$ cat src/rtl/arc4_pkg.sv
// Shared key-search definitions: key geometry and the key sequencer state encoding.
package arc4_pkg;

  localparam int KEY_BYTES = 3;
  localparam int KEY_WIDTH = KEY_BYTES * 8;

  typedef enum logic [2:0] {
    IDLE,
    LAUNCH,
    WAIT,
    FOUND,
    EXHAUSTED
  } key_seq_state_t;

endpackage

$ cat src/rtl/key_byte_select.sv
// Serves key byte (idx mod KEY_BYTES) to the KSA loop, byte 0 being the key MSB, with one cycle latency.
module key_byte_select
  import arc4_pkg::*;
(
  input  logic                 clk,
  input  logic                 reset,
  input  logic [KEY_WIDTH-1:0] key,
  input  logic [7:0]           idx,
  output logic [7:0]           byte_out
);

  logic [7:0] w_sel;
  logic [7:0] w_byte;
  logic [7:0] r_byte;

  always_comb begin
    w_sel  = 8'(idx % 8'(KEY_BYTES));
    w_byte = '0;
    for (int k = 0; k < KEY_BYTES; k++) begin
      if (w_sel == 8'(k)) w_byte = key[KEY_WIDTH-1-8*k -: 8];
    end
  end

  // stage boundary: selected byte registered
  always_ff @(posedge clk) begin
    if (reset) r_byte <= '0;
    else       r_byte <= w_byte;
  end

  assign byte_out = r_byte;

endmodule

$ cat src/rtl/key_sequencer.sv
// Walks candidate keys over [key_start, key_stop], launches one trial per key and
// collects checker verdicts until a key passes or the range runs out.
module key_sequencer
  import arc4_pkg::*;
#(
  parameter int KEY_STRIDE = 1
) (
  input  logic                 clk,
  input  logic                 reset,
  input  logic                 start,
  input  logic [KEY_WIDTH-1:0] key_start,
  input  logic [KEY_WIDTH-1:0] key_stop,
  input  logic                 trial_pass,
  input  logic                 trial_fail,
  input  logic [7:0]           key_byte_idx,
  output logic [KEY_WIDTH-1:0] key,
  output logic                 trial_start,
  output logic [7:0]           key_byte,
  output logic                 searching,
  output logic                 found,
  output logic                 exhausted,
  output logic [KEY_WIDTH-1:0] found_key,
  output logic [KEY_WIDTH-1:0] keys_tried
);

  key_seq_state_t       r_state;
  logic [KEY_WIDTH-1:0] r_key;
  logic [KEY_WIDTH-1:0] r_stop;
  logic [KEY_WIDTH-1:0] r_found_key;
  logic [KEY_WIDTH-1:0] r_keys_tried;
  logic                 r_trial_start;
  logic                 r_searching;
  logic                 r_found;
  logic                 r_exhausted;

  logic [KEY_WIDTH:0]   w_next_key;
  logic                 w_past_stop;
  logic [KEY_WIDTH-1:0] w_tried_inc;

  // One extra bit so a step past 2^KEY_WIDTH-1 reads as "beyond stop" instead of wrapping.
  assign w_next_key  = {1'b0, r_key} + (KEY_WIDTH+1)'(KEY_STRIDE);
  assign w_past_stop = w_next_key > {1'b0, r_stop};
  assign w_tried_inc = (r_keys_tried == '1) ? r_keys_tried : r_keys_tried + 1'b1;

  always_ff @(posedge clk) begin
    if (reset) begin
      r_state       <= IDLE;
      r_key         <= '0;
      r_stop        <= '0;
      r_found_key   <= '0;
      r_keys_tried  <= '0;
      r_trial_start <= 1'b0;
      r_searching   <= 1'b0;
      r_found       <= 1'b0;
      r_exhausted   <= 1'b0;
    end else begin
      r_trial_start <= 1'b0;
      case (r_state)
        IDLE, FOUND, EXHAUSTED: begin
          if (start) begin
            r_key        <= key_start;
            r_stop       <= key_stop;
            r_keys_tried <= '0;
            r_found_key  <= '0;
            r_found      <= 1'b0;
            if (key_start > key_stop) begin
              r_state     <= EXHAUSTED;
              r_exhausted <= 1'b1;
              r_searching <= 1'b0;
            end else begin
              r_state       <= LAUNCH;
              r_trial_start <= 1'b1;
              r_exhausted   <= 1'b0;
              r_searching   <= 1'b1;
            end
          end
        end

        LAUNCH: r_state <= WAIT;

        WAIT: begin
          if (trial_pass) begin
            r_found_key  <= r_key;
            r_keys_tried <= w_tried_inc;
            r_state      <= FOUND;
            r_found      <= 1'b1;
            r_searching  <= 1'b0;
          end else if (trial_fail) begin
            r_keys_tried <= w_tried_inc;
            if (w_past_stop) begin
              r_state     <= EXHAUSTED;
              r_exhausted <= 1'b1;
              r_searching <= 1'b0;
            end else begin
              r_key         <= w_next_key[KEY_WIDTH-1:0];
              r_state       <= LAUNCH;
              r_trial_start <= 1'b1;
            end
          end
        end

        default: begin
          r_state     <= IDLE;
          r_searching <= 1'b0;
          r_found     <= 1'b0;
          r_exhausted <= 1'b0;
        end
      endcase
    end
  end

  key_byte_select u_key_byte_select (
    .clk      (clk),
    .reset    (reset),
    .key      (r_key),
    .idx      (key_byte_idx),
    .byte_out (key_byte)
  );

  assign key         = r_key;
  assign trial_start = r_trial_start;
  assign searching   = r_searching;
  assign found       = r_found;
  assign exhausted   = r_exhausted;
  assign found_key   = r_found_key;
  assign keys_tried  = r_keys_tried;

endmodule

$ cat config.mk
export PLATFORM = sky130hd
export DESIGN_NAME = key_sequencer
export DESIGN_NICKNAME = d
export VERILOG_FILES = /design/src/rtl/arc4_pkg.sv /design/src/rtl/key_byte_select.sv /design/src/rtl/key_sequencer.sv
export SDC_FILE = /design/constraint.sdc
export NUM_CORES = 1
export LEC_CHECK = 0
export CORE_UTILIZATION = 49
export DETAILED_ROUTE_END_ITERATION = 10
export PLACE_DENSITY = 0.77
export SLEW_MARGIN = 25
export SYNTH_ARGS = -nofsm -noshare
export SYNTH_HDL_FRONTEND = slang
export SYNTH_HIERARCHICAL = 1
export SYNTH_SLANG_ARGS = --single-unit
export TNS_END_PERCENT = 5
$ cat constraint.sdc
create_clock -name clk -period 4.9 [get_ports clk]
set_clock_uncertainty 0.2 [all_clocks]
set_input_delay 0.49 -clock clk [delete_from_list [all_inputs] [get_ports clk]]
set_output_delay 0.49 -clock clk [all_outputs]
set_load 0.03 [all_outputs]
Word-level counts from Yosys, hierarchy flattened

Index checks and enable logic that the tools add are counted.
W data, S select, Z words.

Input port bits: 61
Bits in registers: 111
Word-level logic and storage cells: 84
Output and inout bits: 84

Div/mod/pow operators: 1
Reductions and logical operators: 12
Add/sub/neg operators: 2
Equality and inequality tests: 15
$lt $le $gt $ge: 2
Bitwise gates (word level): 1
Multiplexer cells: 41

Operators by type and width:

| operator                | count |
|---|---|
| $mux W24                | 9 |
| $pmux W24 S2            | 3 |
| $add A24 B1 Y25 const B | 1 |
| $gt A25 B24 Y1          | 1 |
| $add A24 B1 Y24 const B | 1 |
| $eq A24 B24 Y1 const B  | 1 |
| $gt A24 B24 Y1          | 1 |
| $mux W8                 | 3 |
| $mux W1                 | 16 |
| $mux W3                 | 5 |
| $ne A2 B2 Y1 const B    | 6 |
| $reduce_and A5 Y1       | 2 |
| $pmux W1 S3             | 3 |
| $pmux W3 S3             | 1 |
| $reduce_and A3 Y1       | 3 |
| $eq A8 B1 Y1 const B    | 1 |
| $eq A8 B2 Y1 const B    | 1 |
| $logic_not A8 Y1        | 1 |
| $mod A8 B2 Y8 const B   | 1 |
| $eq A3 B2 Y1 const B    | 2 |
| $ne A3 B3 Y1 const B    | 2 |
| $reduce_and A2 Y1       | 2 |
| $reduce_and A4 Y1       | 1 |
| $eq A3 B1 Y1 const B    | 1 |
| other kinds (6)         | 6 |

Logic depth before layout (Yosys ltp)

Depth after elaboration: 6
Depth in mapped cells: 19
Gate-level depth less buffers: 16

Cells and area by module

Netlist, hierarchy kept.

Modules (own cells, without submodules):

| module          | times used | cells each | sequential area each (sq um) | area an instance (sq um) |
|---|---|---|---|---|
| key_sequencer   | 1          | 765        | 2062.0                       | 6029.5 |
| key_byte_select | 1          | 142        | 160.2                        | 1168.6 |

Worst setup path after synthesis

OpenSTA, ideal clock, no wires.

Kind: input -> register
Start point: in key_byte_idx[2]
End point: reg u_key_byte_select.r_byte[0] (netlist: u_key_byte_select/byte_out[0])
Required time: 4.581 ns
Setup slack: 0.420 ns
Stages: 19
Path buffers: 3
Library setup time: 0.119 ns
Arrival: 4.161 ns
Cells stage by stage: buf_6 -> nor3b_1 -> or3_1 -> a32oi_1 -> and2_4 -> inv_2 -> ha_1 -> nor3_2 -> o211ai_1 -> o21ai_2 -> ha_1 -> or2_2 -> o32a_4 -> o311ai_1 -> a31o_1 -> clkbuf_1 -> or3_1 -> buf_2 -> o221a_1

Word-level cells in the longest chain between the ends: 5

RTL lines:

| item                   | line                  | source |
|---|---|---|
| start: declaration     | key_sequencer.sv:15   | `input logic [7:0] key_byte_idx,` |
| $mod A8 B2 Y8 *        | key_byte_select.sv:17 | `w_sel = 8'(idx % 8'(KEY_BYTES));` |
| $logic_not A8 Y1       | key_byte_select.sv:20 | `if (w_sel == 8'(k)) w_byte = key[KEY_WIDTH-1-8*k -: 8];` |
| $mux W8 (2 in series)  | key_byte_select.sv:20 |  |
| $mux W8 *              | key_byte_select.sv:20 |  |
| end signal: assignment | key_byte_select.sv:27 | `else r_byte <= w_byte;` |
| end: declaration       | key_byte_select.sv:14 | `logic [7:0] r_byte;` |

Every way passes the cells marked *; elsewhere a longest branch is shown, timed or not.
A chain may end at the register's enable or synchronous reset.

Final worst setup path

Start point: in key_byte_idx[7]
End point: reg u_key_byte_select.r_byte[5] (netlist: u_key_byte_select/byte_out[5])

Same word-level chain as after synthesis.

==> summary.md <==
| Metric | Value |
|---|---|
| CTS Buf Count | 9 |
| Ys flop type | dfxtp_1 |
| Initial antenna violation count | 0 |
| Vias in the first global route | ~6.4k |
| Worst hold path endpoint | r_stop[16] |
| Main combinational cell family by area after synthesis | simple AND/OR/NAND/NOR gates |
| Routability congestion estimate | approximately 0.88 |
| Final net count | roughly 1.2k |
| PD cells | around 280 nW/um2 |
| Total iterations of the first detailed-routing run | 5 |
| CTS tree | built |
| Mapped Cells | just over 900 |
| Met1 wire length | roughly 9.2 mm |
| R2r worst-path depth | 15 |
| Setup bufs post-CTS | 0 |
| Cell family with most CP delay | simple AND/OR/NAND/NOR gates |
| Die Area | roughly 15000 um2 |
| Core ar. | between 10000 and 15000 um2 |
| I/O pin total | between 100 and 150 |
| Async set-reset flop share out of synthesis | 0% |
| Hold buffer count at CTS | 0 |
| RSZ-0062 raised after global routing | false |
| Routed WL per cell | between 15 and 20 um |
| Syn Nets | ~1.0k |
| Antenna Nets Post-Route | 0 |
| Mapped Area | between 7000 and 8000 um2 |
| WHS Path Cells | 2 |
| Final setup violation count | 0 |
| ANT cells | 0 |
| Resize count post-CTS | 0 |
| Layout area overhead | 28.5% |
| Share of cells above drive strength 1 | 8.44% |
| Met2 wire length | roughly 9.5 mm |
| WS Path Type | in -> reg |
| Global Route Usage Sum | 27.2% |
| FF+latch count, synth | around 110 |
| Post-Synth XOR/XNOR Area | around 5.2% |
| Post-Synth Adder-Cell Area | under 10% |
| Flop-to-flop setup slack | 0.35 ns |
| Largest net degree at the start of global routing | 47 |
| Chip width | around 120 um |
| Yosys Warn Count | 6 |
| Clock slew at reported path FFs | about 0.080 ns |
| Clock H-tree levels | 3 |
| DR iter-0 viols | roughly 460 |
| Startpoint Class | primary input |
| Global-route wire length before repair | 32.0 mm |
| Routed wire length on met3 | around 1.2 mm |
| Min setup slack post-route | slightly above 0.3 ns |
| Highest Signal Layer | met4 |
| Via Count | 7112 |
| Rows | 43 |
| Fillers | about 1.2k |
| Slowest cell on the critical path | or3_1 |
| Worst r2r dst | key[16] |
| CP Buf/Inv Count | 2 |
| Status | finished clean |
| Leak pwr | between 3 and 4 nW |
| Routed WL | ~20 mm |
| Clock Latency Late Sink | around 0.37 ns |
| Avg Vias per Cell | between 5 and 6 |
| Synth Area in Compound Gates | roughly a fifth |
| HP Class | reg -> reg |
| Final count of pins violating max slew | 0 |
| Setup WS pre-CTS | -0.00257 ns |
| Crit-path cells | clkdlybuf4s50_1 -> and3b_1 -> or3_1 -> a32oi_1 -> and2_4 -> inv_2 -> ha_1 -> nor3_2 -> o21ai_2 -> ha_1 -> or2_2 -> o32ai_1 -> nand3_1 -> a31o_1 -> or3_1 -> o221a_1 |
| Initial Utilization | roughly half |
| Final period util | roughly 94% |
| Worst-case clock buffer depth | 2 |
| Fin util | around 66% |
| Nature of the critical path endpoint | flop |
| Netlist cell types | between 80 and 90 |
| Post-Syn Area per Cell | 7.94 um2 |
| Congestion Overflow GR | 0 |
| EDFF count, synth | 0 |
| Critical Path AT | approximately 4.7 ns |
| # clock sinks | about 110 |
| Setup TNS | 0 ns |
| DRC violations left | 0 |
| Clock root buffer | clkbuf_16 |
| Worst R2R Start | key[5] |
| Simple-gate share of the synthesized area | a little under a quarter |
| Hold Fails Final Rpt | 0 |
| Largest stage delay on the critical path | ~0.5 ns |
| Post-synthesis mux area share | around 5.0% |
| Dpl hpwl | 15.0 mm |
| CP Max Fanout | 8 |
| Die Span Y | 123 um |
| Post-synthesis sequential area ratio | 30.9% |
| # Max-Cap Violations | 0 |
| Worst-Margin Slew | a little over 1 ns |
| Max frequency | approximately 220 MHz |
| Worst hold start | r_stop[16] |
| Worst endpoint required time | 4.95 ns |
| Placed insts | 1219 |
| Minimum clock period after layout | approximately 4.6 ns |
| Port Buf Inserts | 144 |
| Layout Cells excl Fill | approximately 1.2k |
| Slew HR | a little under a third |
| Peak supply drop | 0.000255 V |
-- layout make-up --
cell class	count	area, um2	share of cell area (%)
multi-input cells	679	4510	48.8
flip-flops and latches	111	2220	24.0
repair buffers	183	1740	18.8
inverters	66	248	2.68
clock buffers	9	225	2.44
well taps	180	225	2.44
clock inverters	7	70.1	0.758
-- how the worst max path moves through the flow --
stage	from	to	slack [ns]	cells past startpoint
floorplan	key_byte_idx[2]	u_key_byte_select/byte_out[0]	0.42	19
global placement	key_byte_idx[2]	u_key_byte_select/byte_out[5]	0.11	16
detailed placement	key_byte_idx[2]	u_key_byte_select/byte_out[7]	-0.003	16
CTS	key_byte_idx[7]	u_key_byte_select/byte_out[7]	0.37	16
global route	key_byte_idx[2]	u_key_byte_select/byte_out[0]	0.11	17
finish	key_byte_idx[7]	u_key_byte_select/byte_out[5]	0.31	16
-- per-stage QoR --
| stage | hold slack, ns | area, um2 | power (W) |
|---|---|---|---|
| 2_1_floorplan | 0.236 | 7200 | 0.00155 |
| 3_3_place_gp | 0.243 | 8940 | 0.00184 |
| 3_5_place_dp | 0.248 | 8950 | 0.00186 |
| 4_1_cts | 0.257 | 9250 | 0.00261 |
| 5_1_grt | 0.270 | 9250 | 0.00272 |
| 6_report | 0.256 | 9250 | 0.00260 |
-- sequential cells by signal (all words and copies together), names as in the netlist --
register / flops
exhausted: 1
found: 1
found_key: 24
key: 24
keys_tried: 24
r_state: 3
r_stop: 24
searching: 1
trial_start: 1
u_key_byte_select/byte_out: 8
-- placed cells by master, fill, tap and decap left out, types with 3 or more instances in the layout --
master and instances:
a211oi_1 7, a21o_1 4, a21oi_1 62, a22oi_1 26
a31oi_1 11, and3_1 11, and4_1 5, buf_4 38
clkbuf_16 9, clkdlybuf4s50_1 143, dfxtp_1 111, ha_1 52
inv_1 65, inv_8 4, mux2_2 6, mux2i_1 25
nand2_1 120, nand2b_1 11, nand3_1 34, nand3b_1 6
nand4_1 17, nor2_1 82, nor2b_1 5, nor3_1 10
nor4_1 6, o211a_1 3, o211ai_1 10, o21a_1 5
o21ai_0 19, o21ai_1 14, o221a_1 3, o31ai_1 9
o41ai_1 5, or3_1 12, xnor2_1 21, xor2_1 22
-- synth_stat cells, types with 6 or more instances --
| library cell | number | area [um2] |
|---|---|---|
| a21oi_1 | 63 | 315 |
| buf_2 | 7 | 35.0 |
| nand3b_1 | 6 | 45.0 |
| dfxtp_1 | 111 | 2220 |
| nor2_1 | 82 | 308 |
| o41ai_1 | 6 | 52.6 |
| xor2_1 | 22 | 193 |
| nand2b_1 | 11 | 68.8 |
| clkbuf_1 | 36 | 135 |
| a31oi_1 | 11 | 68.8 |
| inv_1 | 65 | 244 |
| o211ai_1 | 10 | 75.1 |
| or3_1 | 12 | 75.1 |
| o31ai_1 | 9 | 67.6 |
| nand3_1 | 34 | 170 |
| and3_1 | 11 | 68.8 |
| xnor2_1 | 21 | 184 |
| o21ai_0 | 19 | 95.1 |
| ha_1 | 52 | 651 |
| nor3_1 | 10 | 50.1 |
| a211oi_1 | 7 | 52.6 |
| nand4_1 | 17 | 106 |
| mux2i_1 | 25 | 250 |
| nand2_1 | 120 | 450 |
| o21ai_1 | 14 | 70.1 |
| nor4_1 | 6 | 37.5 |
| a22oi_1 | 26 | 195 |
| mux2_2 | 6 | 67.6 |
-- kinds of logic (layout without fill, tap and decap cells) --
family / count (synthesis) / after routing
AND/OR/NAND/NOR: 345 / 345
flip-flops: 111 / 111
AO/OA/AOI/OAI: 205 / 205
buffers and inverters: 117 / 265
multiplexers: 34 / 34
XOR/XNOR: 43 / 43
adder cells (fa/ha/maj): 52 / 52
-- worst min-delay path, delay by kind of cell, from the launching register on --
family / cells / cell delay [ns]
AOI/OAI and AO/OA: 1 / 0.05
DFF: 1 / 0.31
and+or+nand+nor: 1 / 0.05
-- power breakdown --
part / total, W / internal, W / switching [W]
Combinational: 0.000849 / 0.000354 / 0.000495
Sequential: 0.000998 / 0.000953 / 0.0000447
Clock: 0.000753 / 0.000363 / 0.000390
-- layer usage --
layer  vias up  track usage (%)
li1       3487                -
met1      3366             35.5
met2       232             45.2
met3        27             4.70
met4         0             9.41
met5         -                0
No activity file was read; power rests on OpenSTA's default activity.
